==> src/rtl/imem_arbiter_if.sv <==
// Bus bundle between the fetch stage, the program loader, the arbiter and the
// single-port instruction memory.
interface imem_arbiter_if #(
  parameter int unsigned ADDR_WIDTH = 10,
  parameter int unsigned DATA_WIDTH = 64
);
  logic                  fetch_req;
  logic [ADDR_WIDTH-1:0] fetch_addr;
  logic                  fetch_gnt;
  logic                  fetch_rvalid;
  logic [DATA_WIDTH-1:0] fetch_rdata;

  logic                  load_req;
  logic [ADDR_WIDTH-1:0] load_addr;
  logic [DATA_WIDTH-1:0] load_wdata;
  logic                  load_lock;
  logic                  load_gnt;

  logic                  mem_en;
  logic                  mem_we;
  logic [ADDR_WIDTH-1:0] mem_addr;
  logic [DATA_WIDTH-1:0] mem_wdata;
  logic [DATA_WIDTH-1:0] mem_rdata;

  modport slave (
    input  fetch_req, fetch_addr,
    output fetch_gnt, fetch_rvalid, fetch_rdata,
    input  load_req, load_addr, load_wdata, load_lock,
    output load_gnt,
    output mem_en, mem_we, mem_addr, mem_wdata,
    input  mem_rdata
  );

  modport master (
    output fetch_req, fetch_addr,
    input  fetch_gnt, fetch_rvalid, fetch_rdata,
    output load_req, load_addr, load_wdata, load_lock,
    input  load_gnt,
    input  mem_en, mem_we, mem_addr, mem_wdata,
    output mem_rdata
  );
endinterface

==> src/rtl/imem_arbiter.sv <==
// Fetch-priority arbiter for the shared instruction memory port, with loader
// starvation guard and a burst lock for multi-word loader writes.
module imem_arbiter #(
    parameter int unsigned ADDR_WIDTH   = 10,
    parameter int unsigned DATA_WIDTH   = 64,
    parameter int unsigned STARVE_LIMIT = 4
) (
    input logic          clk,
    input logic          rst_n,
    imem_arbiter_if.slave bus
);

    typedef enum logic {ARB, BURST} state_t;

    state_t                state;
    logic [3:0]            starve_cnt;
    logic                  rvalid_q;
    logic                  fetch_gnt;
    logic                  load_gnt;
    logic                  starved;
    logic [ADDR_WIDTH-1:0] sel_addr;
    logic [DATA_WIDTH-1:0] sel_wdata;

    assign starved = (starve_cnt == 4'(STARVE_LIMIT));

    // Grants are held low while reset is asserted, independent of state.
    always_comb begin
        fetch_gnt = 1'b0;
        load_gnt  = 1'b0;
        if (rst_n) begin
            if (state == BURST) begin
                load_gnt = bus.load_req;
            end else if (bus.load_req && (!bus.fetch_req || starved)) begin
                load_gnt = 1'b1;
            end else begin
                fetch_gnt = bus.fetch_req;
            end
        end
    end

    assign sel_addr  = load_gnt ? bus.load_addr : bus.fetch_addr;
    assign sel_wdata = bus.load_wdata;

    assign bus.fetch_gnt    = fetch_gnt;
    assign bus.load_gnt     = load_gnt;
    assign bus.mem_en       = fetch_gnt | load_gnt;
    assign bus.mem_we       = load_gnt;
    assign bus.mem_addr     = sel_addr;
    assign bus.mem_wdata    = sel_wdata;
    assign bus.fetch_rvalid = rvalid_q;
    assign bus.fetch_rdata  = bus.mem_rdata;

    always_ff @(posedge clk or negedge rst_n) begin
        if (!rst_n) begin
            state      <= ARB;
            starve_cnt <= '0;
            rvalid_q   <= 1'b0;
        end else begin
            rvalid_q <= bus.fetch_req && fetch_gnt;
            if (load_gnt) begin
                starve_cnt <= '0;
                // load_lock only matters on a granted beat; it picks the next state.
                state      <= bus.load_lock ? BURST : ARB;
            end else if (bus.load_req && !starved) begin
                starve_cnt <= starve_cnt + 4'd1;
            end
        end
    end

endmodule

==> src/flat_wrapper.sv <==
// flat-port wrapper written by rule: the top's interface ports become plain ports
module imem_arbiter_flat 
#(
    parameter int unsigned ADDR_WIDTH   = 10,
    parameter int unsigned DATA_WIDTH   = 64,
    parameter int unsigned STARVE_LIMIT = 4
)
  (clk, rst_n, bus_fetch_req, bus_fetch_addr, bus_fetch_gnt, bus_fetch_rvalid, bus_fetch_rdata, bus_load_req, bus_load_addr, bus_load_wdata, bus_load_lock, bus_load_gnt, bus_mem_en, bus_mem_we, bus_mem_addr, bus_mem_wdata, bus_mem_rdata);
  imem_arbiter_if #(.ADDR_WIDTH(ADDR_WIDTH), .DATA_WIDTH(DATA_WIDTH)) bus_i ();
  input logic clk;
  input logic rst_n;
  input wire logic [$bits(bus_i.fetch_req)-1:0] bus_fetch_req;
  input wire logic [$bits(bus_i.fetch_addr)-1:0] bus_fetch_addr;
  output wire logic [$bits(bus_i.fetch_gnt)-1:0] bus_fetch_gnt;
  output wire logic [$bits(bus_i.fetch_rvalid)-1:0] bus_fetch_rvalid;
  output wire logic [$bits(bus_i.fetch_rdata)-1:0] bus_fetch_rdata;
  input wire logic [$bits(bus_i.load_req)-1:0] bus_load_req;
  input wire logic [$bits(bus_i.load_addr)-1:0] bus_load_addr;
  input wire logic [$bits(bus_i.load_wdata)-1:0] bus_load_wdata;
  input wire logic [$bits(bus_i.load_lock)-1:0] bus_load_lock;
  output wire logic [$bits(bus_i.load_gnt)-1:0] bus_load_gnt;
  output wire logic [$bits(bus_i.mem_en)-1:0] bus_mem_en;
  output wire logic [$bits(bus_i.mem_we)-1:0] bus_mem_we;
  output wire logic [$bits(bus_i.mem_addr)-1:0] bus_mem_addr;
  output wire logic [$bits(bus_i.mem_wdata)-1:0] bus_mem_wdata;
  input wire logic [$bits(bus_i.mem_rdata)-1:0] bus_mem_rdata;
  assign bus_i.fetch_req = bus_fetch_req;
  assign bus_i.fetch_addr = bus_fetch_addr;
  assign bus_fetch_gnt = bus_i.fetch_gnt;
  assign bus_fetch_rvalid = bus_i.fetch_rvalid;
  assign bus_fetch_rdata = bus_i.fetch_rdata;
  assign bus_i.load_req = bus_load_req;
  assign bus_i.load_addr = bus_load_addr;
  assign bus_i.load_wdata = bus_load_wdata;
  assign bus_i.load_lock = bus_load_lock;
  assign bus_load_gnt = bus_i.load_gnt;
  assign bus_mem_en = bus_i.mem_en;
  assign bus_mem_we = bus_i.mem_we;
  assign bus_mem_addr = bus_i.mem_addr;
  assign bus_mem_wdata = bus_i.mem_wdata;
  assign bus_i.mem_rdata = bus_mem_rdata;
  imem_arbiter #(.ADDR_WIDTH(ADDR_WIDTH), .DATA_WIDTH(DATA_WIDTH), .STARVE_LIMIT(STARVE_LIMIT)) u_core (.clk(clk), .rst_n(rst_n), .bus(bus_i));
endmodule
==> config.mk <==
export PLATFORM = sky130hd
export DESIGN_NAME = imem_arbiter_flat
export DESIGN_NICKNAME = d
export VERILOG_FILES = /design/src/rtl/imem_arbiter_if.sv /design/src/rtl/imem_arbiter.sv /design/src/flat_wrapper.sv
export SDC_FILE = /design/constraint.sdc
export NUM_CORES = 1
export LEC_CHECK = 0
export CORE_AREA = 2 2 113 115
export CTS_CLUSTER_DIAMETER = 50
export CTS_CLUSTER_SIZE = 25
export DETAILED_ROUTE_END_ITERATION = 12
export DIE_AREA = 0 0 115 117
export MAX_ROUTING_LAYER = met4
export PLACE_DENSITY = 0.56
export SYNTH_ARGS = -nofsm -noshare
export SYNTH_HDL_FRONTEND = slang
export SYNTH_SLANG_ARGS = --single-unit
==> constraint.sdc <==
create_clock -name clk -period 2.5 [get_ports clk]
set_clock_uncertainty 0.2 [all_clocks]
set_input_delay 0.75 -clock clk [delete_from_list [all_inputs] [get_ports clk]]
set_output_delay 0.75 -clock clk [all_outputs]
set_load 0.03 [all_outputs]
After elaboration in Yosys (flattened, before gate mapping)
Cells that the tools add are included.
Widths: inputs -> output; s select.
- output and inout bits: 143
- logic and storage cells: 23
- register bits after elaboration: 6
- input bits: 153
- latch bits: 0
- bits in read-only memories: 0
- memories: 0
- bits in writable memories: 0
- eq/ne operators: 1
- add/subtract/negate cells: 1
- reduce and logical (&&, ||, !) cells: 7
- order comparisons: 0
- bitwise gates (word level): 1
- $mul: 0
- multiplexer cells: 10
- div/mod/pow operators: 0
- shift-type cells: 0
- operator list (kind ; count):
    $mux 10 ; 1
    $mux 4 ; 2
    $mux 1 ; 7
    $add 4x1->4 const B ; 1
    $eq 4x3->1 const B ; 1
    $logic_and 1x1->1 ; 3
    $logic_not 1->1 ; 2
    $reduce_bool 2->1 ; 1
    $logic_or 1x1->1 ; 1
    $or 1x1->1 ; 1

Longest topological paths before layout
- depth in word-level cells: 7
- gate-level depth with buffers: 6
- gate-level depth less buffers: 5

Least setup slack after synthesis
No wires, ideal clock.
- path type: input to output
- start point: input bus_fetch_req
- end point: output bus_mem_addr[1]
- data required time: 1.550 ns
- cell stages on the path: 4
- arrival time: 1.624 ns
- path buffers: 1
- path slack: -0.074 ns
- path through: nor2b_2 > a21oi_4 > buf_8 > mux2_4
- cells in the longest elaborated chain, start to end: 7
- RTL lines (what ; RTL line ; RTL):
    start: declaration ; flat_wrapper.sv:12 ; input wire logic [$bits(bus_i.fetch_req)-1:0] bus_fetch_req;
    $logic_not 1->1 ; imem_arbiter.sv:33 ; end else if (bus.load_req && (!bus.fetch_req || starved)) begin
    $logic_or 1x1->1 ; imem_arbiter.sv:33 ;
    $logic_and 1x1->1 ; imem_arbiter.sv:33 ;
    $mux 1 ; imem_arbiter.sv:33 ;
    $mux 1 ; imem_arbiter.sv:31 ; if (state == BURST) begin
    $mux 1 ; imem_arbiter.sv:30 ; if (rst_n) begin
    via bus_load_gnt ; flat_wrapper.sv:21 ; output wire logic [$bits(bus_i.load_gnt)-1:0] bus_load_gnt;
    $mux 10 ; imem_arbiter.sv:41 ; assign sel_addr = load_gnt ? bus.load_addr : bus.fetch_addr;
    end: declaration ; flat_wrapper.sv:24 ; output wire logic [$bits(bus_i.mem_addr)-1:0] bus_mem_addr;
The timed path passes the listed nets, and every way through them passes these cells.

Worst setup path in the final report
- start point: input bus_fetch_req
- end point: output bus_mem_addr[6]
- cells in the longest elaborated chain, start to end: 7
- RTL lines (what ; RTL line):
    $logic_not 1->1 ; imem_arbiter.sv:33
    $logic_or 1x1->1 ; imem_arbiter.sv:33
    $logic_and 1x1->1 ; imem_arbiter.sv:33
    $mux 1 ; imem_arbiter.sv:33
    $mux 1 ; imem_arbiter.sv:31
    $mux 1 ; imem_arbiter.sv:30
    $mux 10 ; imem_arbiter.sv:41
Every way passes these cells.

==> impl_metrics.env <==
export IMPL_drive_above_1_share=0.5377
export IMPL_max_slew_margin_rel=0.7630
export IMPL_grt_util_all_layers=0.06179
export IMPL_cts_tree="yes"
export IMPL_drt_wl_total_um=4217
export IMPL_ys_types=26
export IMPL_overflow=0
export IMPL_mostFrequentLayoutCells="clkdlybuf4s50_1 (22), buf_6 (16), buf_4 (14)"
export IMPL_hold_path_class="input pin to async pin"
export IMPL_place_ws_ns=-1.104
export IMPL_start_util=0.1220
export IMPL_fmax_mhz=357.2
export IMPL_hold_ws_ns=0.2665
export IMPL_p_per_area_nw_per_um2=616.3
export IMPL_fill_cells=1420
export IMPL_cts_max_level=1
export IMPL_ys_warn_count=0
export IMPL_avgRoutedWirePerCell_um=16.47
export IMPL_dp_hpwl_um=3500
export IMPL_cap_violations=0
export IMPL_ir_drop_uv=232.9
export IMPL_diodes=0
export IMPL_synth_top_family_by_area="buffers and inverters"
export IMPL_tns_ns=-3.068
export IMPL_cp_max_fo=5
export IMPL_rr_startpoint="u_core.starve_cnt[0]"
export IMPL_ctsHoldBuffers=0
export IMPL_insertion_delay_ns=0.23
export IMPL_grt_pass1_vias=821
export IMPL_crit_path_start_kind="input pin"
export IMPL_violations="negative setup slack"
export IMPL_worst_pin_slew_ns=0.3466
export IMPL_syn_inst=177
export IMPL_die_h_um=117
export IMPL_synth_simple_gate_area_frac=0.05750
export IMPL_drt_pre_antenna_iters=2
export IMPL_rows=41
export IMPL_finalCritPeriodShare=1.120
export IMPL_endpoint="bus_mem_addr[6]"
export IMPL_num_vias=767
export IMPL_die_w_um=115
export IMPL_antenna_found_initial=0
export IMPL_cp_end_kind="primary output"
export IMPL_ios=296
export IMPL_synth_area_mux_share=0.09500
export IMPL_r2r_end="u_core.starve_cnt[2]"
export IMPL_cts_buffers=3
export IMPL_design_area_um2=1383
export IMPL_dr_first_iter_drc_count=3
export IMPL_grt_max_degree=13
export IMPL_setup_viol=12
export IMPL_ys_seq_elements=6
export IMPL_grt_first_pass_wirelength_um=5526
export IMPL_r2r_slack_ns=0.81
export IMPL_synth_xor_area_frac=0
export IMPL_rsz0062_at_grt="yes"
export IMPL_synth_avg_cell_area_um2=8.483
export IMPL_cts_max_path_buffers=2
export IMPL_gp_congestion=0.6355
export IMPL_cp_data_arrival_time_ns=1.85
export IMPL_synth_compound_area_frac=0.06333
export IMPL_synth_fa_ha_area_frac=0.01667
export IMPL_path_class="input pin to primary output"
export IMPL_synth_nets=332
export IMPL_core_um2=12310
export IMPL_layout_commonest_cell="clkdlybuf4s50_1"
export IMPL_drc=0
export IMPL_ant_nets=0
export IMPL_reg2reg_depth=8
export IMPL_startpoint="bus_fetch_req"
export IMPL_portBuffers=39
export IMPL_via_per_inst=2.996
export IMPL_area_growth_pct=-7.916
export IMPL_syn_area_um2=1501
export IMPL_layout_setup_ws_ns=-0.2996
export IMPL_die_area_um2=13460
export IMPL_hold_viol=0
export IMPL_p_leak_uw=0.0005739
export IMPL_clk_pin_slew_worst_paths_ns=0.04
export IMPL_required_ns=1.55
export IMPL_slew_violations=0
export IMPL_cts_sinks=6
export IMPL_synth_seq_area_share=0.1000
export IMPL_root_buffer="clkbuf_16"
export IMPL_dpl_cell_area_um2=1187
export IMPL_nets=263
export IMPL_outcome="finished, violations left"
export IMPL_min_period_ns=2.800
-- final cells by class --
class | count | area, um^2 | share of cell area
Multi-Input combinational cell | 38 | 381.6 | 0.2760
Inverter | 2 | 7.507 | 0.005430
Sequential cell | 6 | 150.1 | 0.1086
Clock buffer | 3 | 75.07 | 0.05430
Tap cell | 150 | 187.7 | 0.1357
Timing Repair Buffer | 57 | 580.6 | 0.4199
-- report_power, final --
part / switching (uW) / internal (uW) / leakage (uW)
combinational: 195 / 246 / 0.000458
sequential: 22.2 / 125 / 0.0000786
clock: 58.6 / 206 / 0.0000370
total: 275 / 577 / 0.000574
-- sequential cells by signal, indices dropped and copies added (netlist names) --
register	count
u_core.state	1
u_core.bus.fetch_rvalid	1
u_core.starve_cnt	4
-- kinds of logic (layout without fill, tap and decap cells) --
group | count (synthesis) | count (layout)
buffers and inverters | 133 | 62
AOI/OAI and AO/OA | 13 | 13
and+or+nand+nor | 13 | 13
muxes | 10 | 10
DFF | 6 | 6
adders and majority gates | 2 | 2
-- what timing repair did --
| action | CTS | global route |
|---|---|---|
| resized for setup | 95 | 4 |
| buffers inserted | 4 | 2 |
| gates cloned | 1 | 0 |
| endpoints found under the setup margin | 14 | 13 |
| pin swaps | 2 | 1 |
-- worst max-delay path, stage by stage --
cell	delay, ns
buf_6	0.09
nor2b_4	0.13
a21oi_4	0.25
clkbuf_16	0.20
mux2_4	0.30
buf_6	0.14
-- cell usage after synthesis (all sizes together) --
library cell	number	area share
a2111oi	1	0.0058
a21oi	5	0.024
a22o	1	0.0058
a31o	1	0.0058
a32o	1	0.0067
and3b	1	0.0058
buf	131	0.66
dfrtp	6	0.10
ha	2	0.017
inv	2	0.0050
mux2	10	0.095
nand2	3	0.0075
nand2b	1	0.0042
nand3	2	0.0067
nand3b	1	0.013
nand4	1	0.0042
nor2	1	0.0025
nor2b	2	0.010
nor3	1	0.0033
o21a	1	0.0050
o21ai	3	0.010
-- stage by stage --
stage | util | total power, uW | std cells
2_1_floorplan | - | 732.5 | 177
3_3_place_gp | 0.09644 | 514.4 | 246
3_5_place_dp | 0.09644 | 524.7 | 246
4_1_cts | 0.1106 | 851.1 | 254
5_1_grt | 0.1123 | 901.1 | 256
6_report | 0.1123 | 852.1 | 256
-- routing by layer --
metal | vias up | share of wire | GRT usage
met5 | - | 0 | -
met4 | 0 | 0.091 | 0.06988
met3 | 50 | 0.20 | 0.04325
met2 | 106 | 0.54 | 0.1118
met1 | 315 | 0.18 | 0.03020
li1 | 296 | - | -
-- worst min path at each step --
stage / from / endpoint / slack (ns) / cells after the start
final: rst_n / u_core.bus.fetch_rvalid / 0.27 / 2
after global routing: rst_n / u_core.bus.fetch_rvalid / 0.28 / 2
after CTS: rst_n / u_core.bus.fetch_rvalid / 0.27 / 2
after detailed placement: u_core.starve_cnt[3] / u_core.starve_cnt[3] / 0.34 / 1
after global placement: u_core.starve_cnt[3] / u_core.starve_cnt[3] / 0.33 / 1
after floorplan: rst_n / u_core.bus.fetch_rvalid / 0.25 / 0
Note: power is estimated with default switching activity, not from simulation.
